<file path="config.mk">
export PLATFORM = sky130hd
export DESIGN_NAME = wb_stage
export DESIGN_NICKNAME = d
export VERILOG_FILES = /design/src/rtl/wb_stage.sv
export SDC_FILE = /design/constraint.sdc
export NUM_CORES = 1
export LEC_CHECK = 0
export CAP_MARGIN = 20
export CORE_ASPECT_RATIO = 2
export CORE_MARGIN = 2
export CORE_UTILIZATION = 40
export DETAILED_ROUTE_END_ITERATION = 10
export HOLD_SLACK_MARGIN = 0.06
export PLACE_DENSITY = 0.81
export RECOVER_POWER = 100
export SLEW_MARGIN = 20
export SYNTH_ARGS = -nofsm -noshare
export SYNTH_HDL_FRONTEND = slang
export SYNTH_SLANG_ARGS = --single-unit
</file>
<file path="constraint.sdc">
create_clock -name clk -period 1.67 [get_ports clk]
set_clock_uncertainty 0.15 [all_clocks]
set_input_delay 0.2505 -clock clk [delete_from_list [all_inputs] [get_ports clk]]
set_output_delay 0.2505 -clock clk [all_outputs]
set_load 0.02 [all_outputs]
</file>
<file path="src/rtl/wb_stage.sv">
// Write-back stage: selects result source, registers one transaction, commits it to the register file and owns HI/LO.
// Optional forwarding outputs are compiled in when WB_BYPASS_EN is defined.
module wb_stage #(
  parameter int DATA_W   = 32,
  parameter int ADDR_W   = 5,
  parameter int LINK_REG = 31
) (
  input  logic              clk,
  input  logic              rst,
  input  logic              in_valid,
  output logic              in_ready,
  input  logic [2:0]        src_sel,
  input  logic [DATA_W-1:0] alu_result,
  input  logic [DATA_W-1:0] mem_dout,
  input  logic [DATA_W-1:0] pc_link,
  input  logic [ADDR_W-1:0] rd_addr,
  input  logic              reg_write,
  input  logic              hilo_we,
  input  logic [DATA_W-1:0] hi_in,
  input  logic [DATA_W-1:0] lo_in,
  input  logic              rf_stall,
  output logic              rf_we,
  output logic [ADDR_W-1:0] rf_waddr,
  output logic [DATA_W-1:0] rf_wdata,
`ifdef WB_BYPASS_EN
  output logic              fwd_valid,
  output logic [ADDR_W-1:0] fwd_addr,
  output logic [DATA_W-1:0] fwd_data,
`endif
  output logic [DATA_W-1:0] hi,
  output logic [DATA_W-1:0] lo,
  output logic              err_sel
);

  localparam logic [ADDR_W-1:0] LINK_A = ADDR_W'(LINK_REG);

  logic              r_vld_p1;
  logic              r_wflag_p1;
  logic [ADDR_W-1:0] r_waddr_p1;
  logic [DATA_W-1:0] r_wdata_p1;
  logic [DATA_W-1:0] r_hi;
  logic [DATA_W-1:0] r_lo;
  logic              r_err;

  logic              w_accept;
  logic              w_legal;
  logic [ADDR_W-1:0] w_waddr_p0;
  logic [DATA_W-1:0] w_wdata_p0;

  function automatic logic [DATA_W-1:0] sel_data(
    input logic [2:0]        sel,
    input logic [DATA_W-1:0] alu,
    input logic [DATA_W-1:0] mem,
    input logic [DATA_W-1:0] hiv,
    input logic [DATA_W-1:0] lov,
    input logic [DATA_W-1:0] link
  );
    logic [DATA_W-1:0] d;
    d = '0;
    case (sel)
      3'b000:  d = alu;
      3'b001:  d = mem;
      3'b010:  d = hiv;
      3'b011:  d = lov;
      3'b100:  d = link;
      default: d = '0;
    endcase
    return d;
  endfunction

  assign in_ready   = !r_vld_p1 || !rf_stall;
  assign w_accept   = in_valid && in_ready;
  assign w_legal    = (src_sel <= 3'b100);
  // HI/LO are read from the registers before this edge's own hilo_we update
  assign w_wdata_p0 = sel_data(src_sel, alu_result, mem_dout, r_hi, r_lo, pc_link);
  assign w_waddr_p0 = (src_sel == 3'b100 && rd_addr == '0) ? LINK_A : rd_addr;

  // ---- p0 -> p1 boundary ----
  always_ff @(posedge clk) begin
    if (rst) begin
      r_vld_p1   <= 1'b0;
      r_wflag_p1 <= 1'b0;
      r_waddr_p1 <= '0;
      r_wdata_p1 <= '0;
      r_hi       <= '0;
      r_lo       <= '0;
      r_err      <= 1'b0;
    end else begin
      if (w_accept) begin
        r_vld_p1   <= 1'b1;
        r_wflag_p1 <= reg_write && w_legal;
        r_waddr_p1 <= w_waddr_p0;
        r_wdata_p1 <= w_wdata_p0;
        if (hilo_we) begin
          r_hi <= hi_in;
          r_lo <= lo_in;
        end
        if (!w_legal) r_err <= 1'b1;
      end else if (!rf_stall) begin
        r_vld_p1 <= 1'b0;
      end
    end
  end

  assign rf_we    = r_vld_p1 && r_wflag_p1 && !rf_stall && (r_waddr_p1 != '0);
  assign rf_waddr = r_waddr_p1;
  assign rf_wdata = r_wdata_p1;
  assign hi       = r_hi;
  assign lo       = r_lo;
  assign err_sel  = r_err;

`ifdef WB_BYPASS_EN
  assign fwd_valid = r_vld_p1 && r_wflag_p1 && (r_waddr_p1 != '0);
  assign fwd_addr  = r_waddr_p1;
  assign fwd_data  = r_wdata_p1;
`endif

endmodule

</file>
==> results.sh <==
export IMPL_viasPerCell=5.352
export IMPL_p_sw_mw=1.754
export IMPL_antennaDiodeCount=0
export IMPL_worstReg2RegStart="r_vld_p1"
export IMPL_yosysSeqAreaShare_pct=38.99
export IMPL_fin_crit_sh_pct=114.3
export IMPL_portBuffers=277
export IMPL_crit_start="rf_waddr[0]"
export IMPL_grt_util_all_layers_pct=27.10
export IMPL_synth_mux_area_share_pct=12.00
export IMPL_synth_largest_area_cell="dfxtp_1"
export IMPL_cts_max_level=3
export IMPL_intPower_mw=4.395
export IMPL_die_h_um=167.4
export IMPL_routed_wl_um=19830
export IMPL_synth_fa_ha_area_share_pct=0
export IMPL_drive_above_1_share_pct=14.73
export IMPL_postLayoutCoreUtil_pct=65.72
export IMPL_cp_top_family="simple AND/OR/NAND/NOR gates"
export IMPL_grt_pass1_wl_um=30520
export IMPL_dp_cells=1036
export IMPL_cts_sinks=104
export IMPL_synth_cell_types=34
export IMPL_place_hpwl_um=14670
export IMPL_synth_simple_area_share_pct=20.97
export IMPL_fmax_mhz=523.7
export IMPL_worstHoldPathType="input port to flip-flop"
export IMPL_layout_commonest_cell="clkdlybuf4s50_1"
export IMPL_max_slew_margin_rel_pct=71.52
export IMPL_netSwitchingFraction_pct=28.53
export IMPL_layout_common_cells="169 x clkdlybuf4s50_1, 153 x nand2_1, 104 x dfxtp_1, 102 x dlygate4sd2_1, 64 x mux2i_1"
export IMPL_synth_nets=790
export IMPL_grt_pass1_vias=5733
export IMPL_critPathLaunchType="flip-flop"
export IMPL_io_pins=278
export IMPL_syn_inst=616
export IMPL_wl_per_cell_um=18.80
export IMPL_seqPwrFrac_pct=43.3
export IMPL_synth_avg_cell_area_sq_um=8.669
export IMPL_min_from="rst"
export IMPL_ir_drop_mv=0.5805
export IMPL_synth_area_sq_um=5340
export IMPL_comb_power_share_pct=24.4
export IMPL_drc=0
export IMPL_cp_cell_sequence="or4_4, nor2_4, nor3_1, buf_2"
export IMPL_die_width_um=85.70
export IMPL_detail_route_antenna_nets=0
export IMPL_grt_max_degree=46
export IMPL_synth_top_area_share_pct=38.99
export IMPL_dpl_cell_area_sq_um=8372
export IMPL_insertion_delay_ns=0.35
export IMPL_yosys_warnings=0
export IMPL_core_area_sq_um=12990
export IMPL_cts_tree="done"
export IMPL_initial_core_util_pct=41.10
export IMPL_path_max_fanout=2
export IMPL_cap_violations=0
export IMPL_clockBufferDepth=2
export IMPL_finalCriticalPeriod_ns=1.909
export IMPL_worst_path_max_delay_cell="or4_4"
export IMPL_crit_arrival_ns=1.51
export IMPL_synth_seq_cells=104
export IMPL_clockPowerShare_pct=32.3
export IMPL_path_clk_slew_ns=0.07
export IMPL_powerDensity_nw_per_um2=720.1
export IMPL_pre_cts_ws_ns=-0.5354
export IMPL_hold_viol=0
export IMPL_first_pass_iters=5
export IMPL_synthArstFlopShare_pct=0
export IMPL_hold_buffers=0
export IMPL_cts_buffers=9
export IMPL_instances_no_fill=1055
export IMPL_synth_compound_area_share_pct=20.06
export IMPL_fillCellCount=1163
export IMPL_synthXorXnorAreaFrac_pct=0
export IMPL_rsz0062_at_grt="true"
export IMPL_outcome="finished, violations left"
export IMPL_synth_ff_type="dfxtp_1"
export IMPL_drv_slew=0
export IMPL_vias=5646
export IMPL_path_class="flip-flop to primary output"
export IMPL_critPathMaxStageDelay_ns=0.54
export IMPL_dieArea_sq_um=14350
export IMPL_worstPathRequired_ns=1.27
export IMPL_path_buf_inv=1
export IMPL_worstMarginPinSlew_ns=0.4272
export IMPL_whs_ns=0.1419
export IMPL_grt_overflow=0
export IMPL_synth_edf_count=0
export IMPL_synth_area_leaders="dfxtp_1 39%, mux2i_1 12%, nand2_1 11%, a21oi_2 7.9%, nor4bb_1 5.8%"
export IMPL_antenna_found_initial=0
export IMPL_worst_slack_ns=-0.2393
export IMPL_first_iter_violations=210
export IMPL_end_kind="primary output"
export IMPL_multi_input_area_sq_um=2840
export IMPL_ff_latch_area_sq_um=2082
export IMPL_area_delta_synth_final_pct=59.89
export IMPL_rows=59
export IMPL_routabilityCongestion=0.8812
export IMPL_synth_top_family_by_area="simple AND/OR/NAND/NOR gates"
export IMPL_leakage_nw=3.627
export IMPL_design_area_sq_um=8538
export IMPL_cts_root_buf="clkbuf_16"
export IMPL_finalSetupViolations=1
export IMPL_fin_nets=1073
export IMPL_violations="negative setup slack"
routing by layer:
metal | track usage (%) | up-vias | routed length [um]
li1 | - | 2719 | -
met1 | 30.00 | 2632 | 7280
met2 | 48.95 | 241 | 10500
met3 | 5.126 | 54 | 1142
met4 | 12.15 | 0 | 907
met5 | 0 | - | 0
layout make-up:
cell class / count / share of cell area (%)
repair buffers: 329 / 37.03
multi-input cells: 455 / 33.26
flip-flops and latches: 104 / 24.38
clock buffers: 11 / 2.726
well taps: 152 / 2.227
clock inverters: 4 / 0.3664
final timing paths:
kind | cells after the start | end | slack [ns]
worst max-delay path | 4 | rf_we | -0.24
worst max register to register | 4 | rf_waddr[4] | 0.03
worst min-delay path | 2 | r_vld_p1 | 0.14
worst min register to register | 2 | rf_wdata[0] | 0.30
through the flow:
stage                     TNS, ns  total power [mW]
final                     -0.2393             6.149
after global routing       -1.388             6.381
after CTS                 -0.2481             6.175
after detailed placement   -28.57             4.271
after global placement     -25.20             4.254
after floorplan                 0             3.439
worst register-to-register path: cells and delay by family, from the launching register on:
family / cells / cell delay, ns
AO/OA/AOI/OAI: 1 / 0.26
buffers and inverters: 1 / 0.42
flip-flops: 1 / 0.42
AND/OR/NAND/NOR: 2 / 0.31
state kept, by name, indices dropped and copies added, names as in the netlist:
signal,count
rf_waddr,5
err_sel,1
lo,32
r_vld_p1,1
hi,32
r_wflag_p1,1
rf_wdata,32
synth_stat cells, types with 2 or more instances:
| master | count |
|---|---|
| nand2_1 | 151 |
| dfxtp_1 | 104 |
| mux2i_1 | 64 |
| a21oi_1 | 50 |
| a21oi_2 | 48 |
| nor4bb_1 | 31 |
| o22ai_1 | 31 |
| o21ai_1 | 30 |
| buf_2 | 20 |
| clkbuf_1 | 16 |
| nand2_2 | 12 |
| nor3_1 | 12 |
| nor2_1 | 10 |
| buf_6 | 9 |
| buf_12 | 4 |
| buf_8 | 3 |
| buf_4 | 2 |
| clkbuf_2 | 2 |
| clkbuf_4 | 2 |
kinds of logic (layout without fill, tap and decap cells):
family | count (synthesis) | after routing
simple gates | 225 | 226
flops | 104 | 104
mux | 64 | 64
buf+inv | 58 | 344
compound gates | 165 | 165
power groups by stage:
stage | registers [mW] | logic [mW] | clock network, mW
after floorplan | 2.84 | 0.599 | 0
after global placement | 2.72 | 1.54 | 0
after detailed placement | 2.72 | 1.55 | 0
after CTS | 2.66 | 1.51 | 2.00
after global routing | 2.68 | 1.60 | 2.10
final | 2.66 | 1.50 | 1.98
repair_timing:
item	4_1_cts	5_1_grt
endpoints found under the setup margin	137	20
pin swaps	1	1
gates resized for setup	114	2
gates cloned	1	0
setup buffers	2	1
Power figures use the tool's default switching activity.
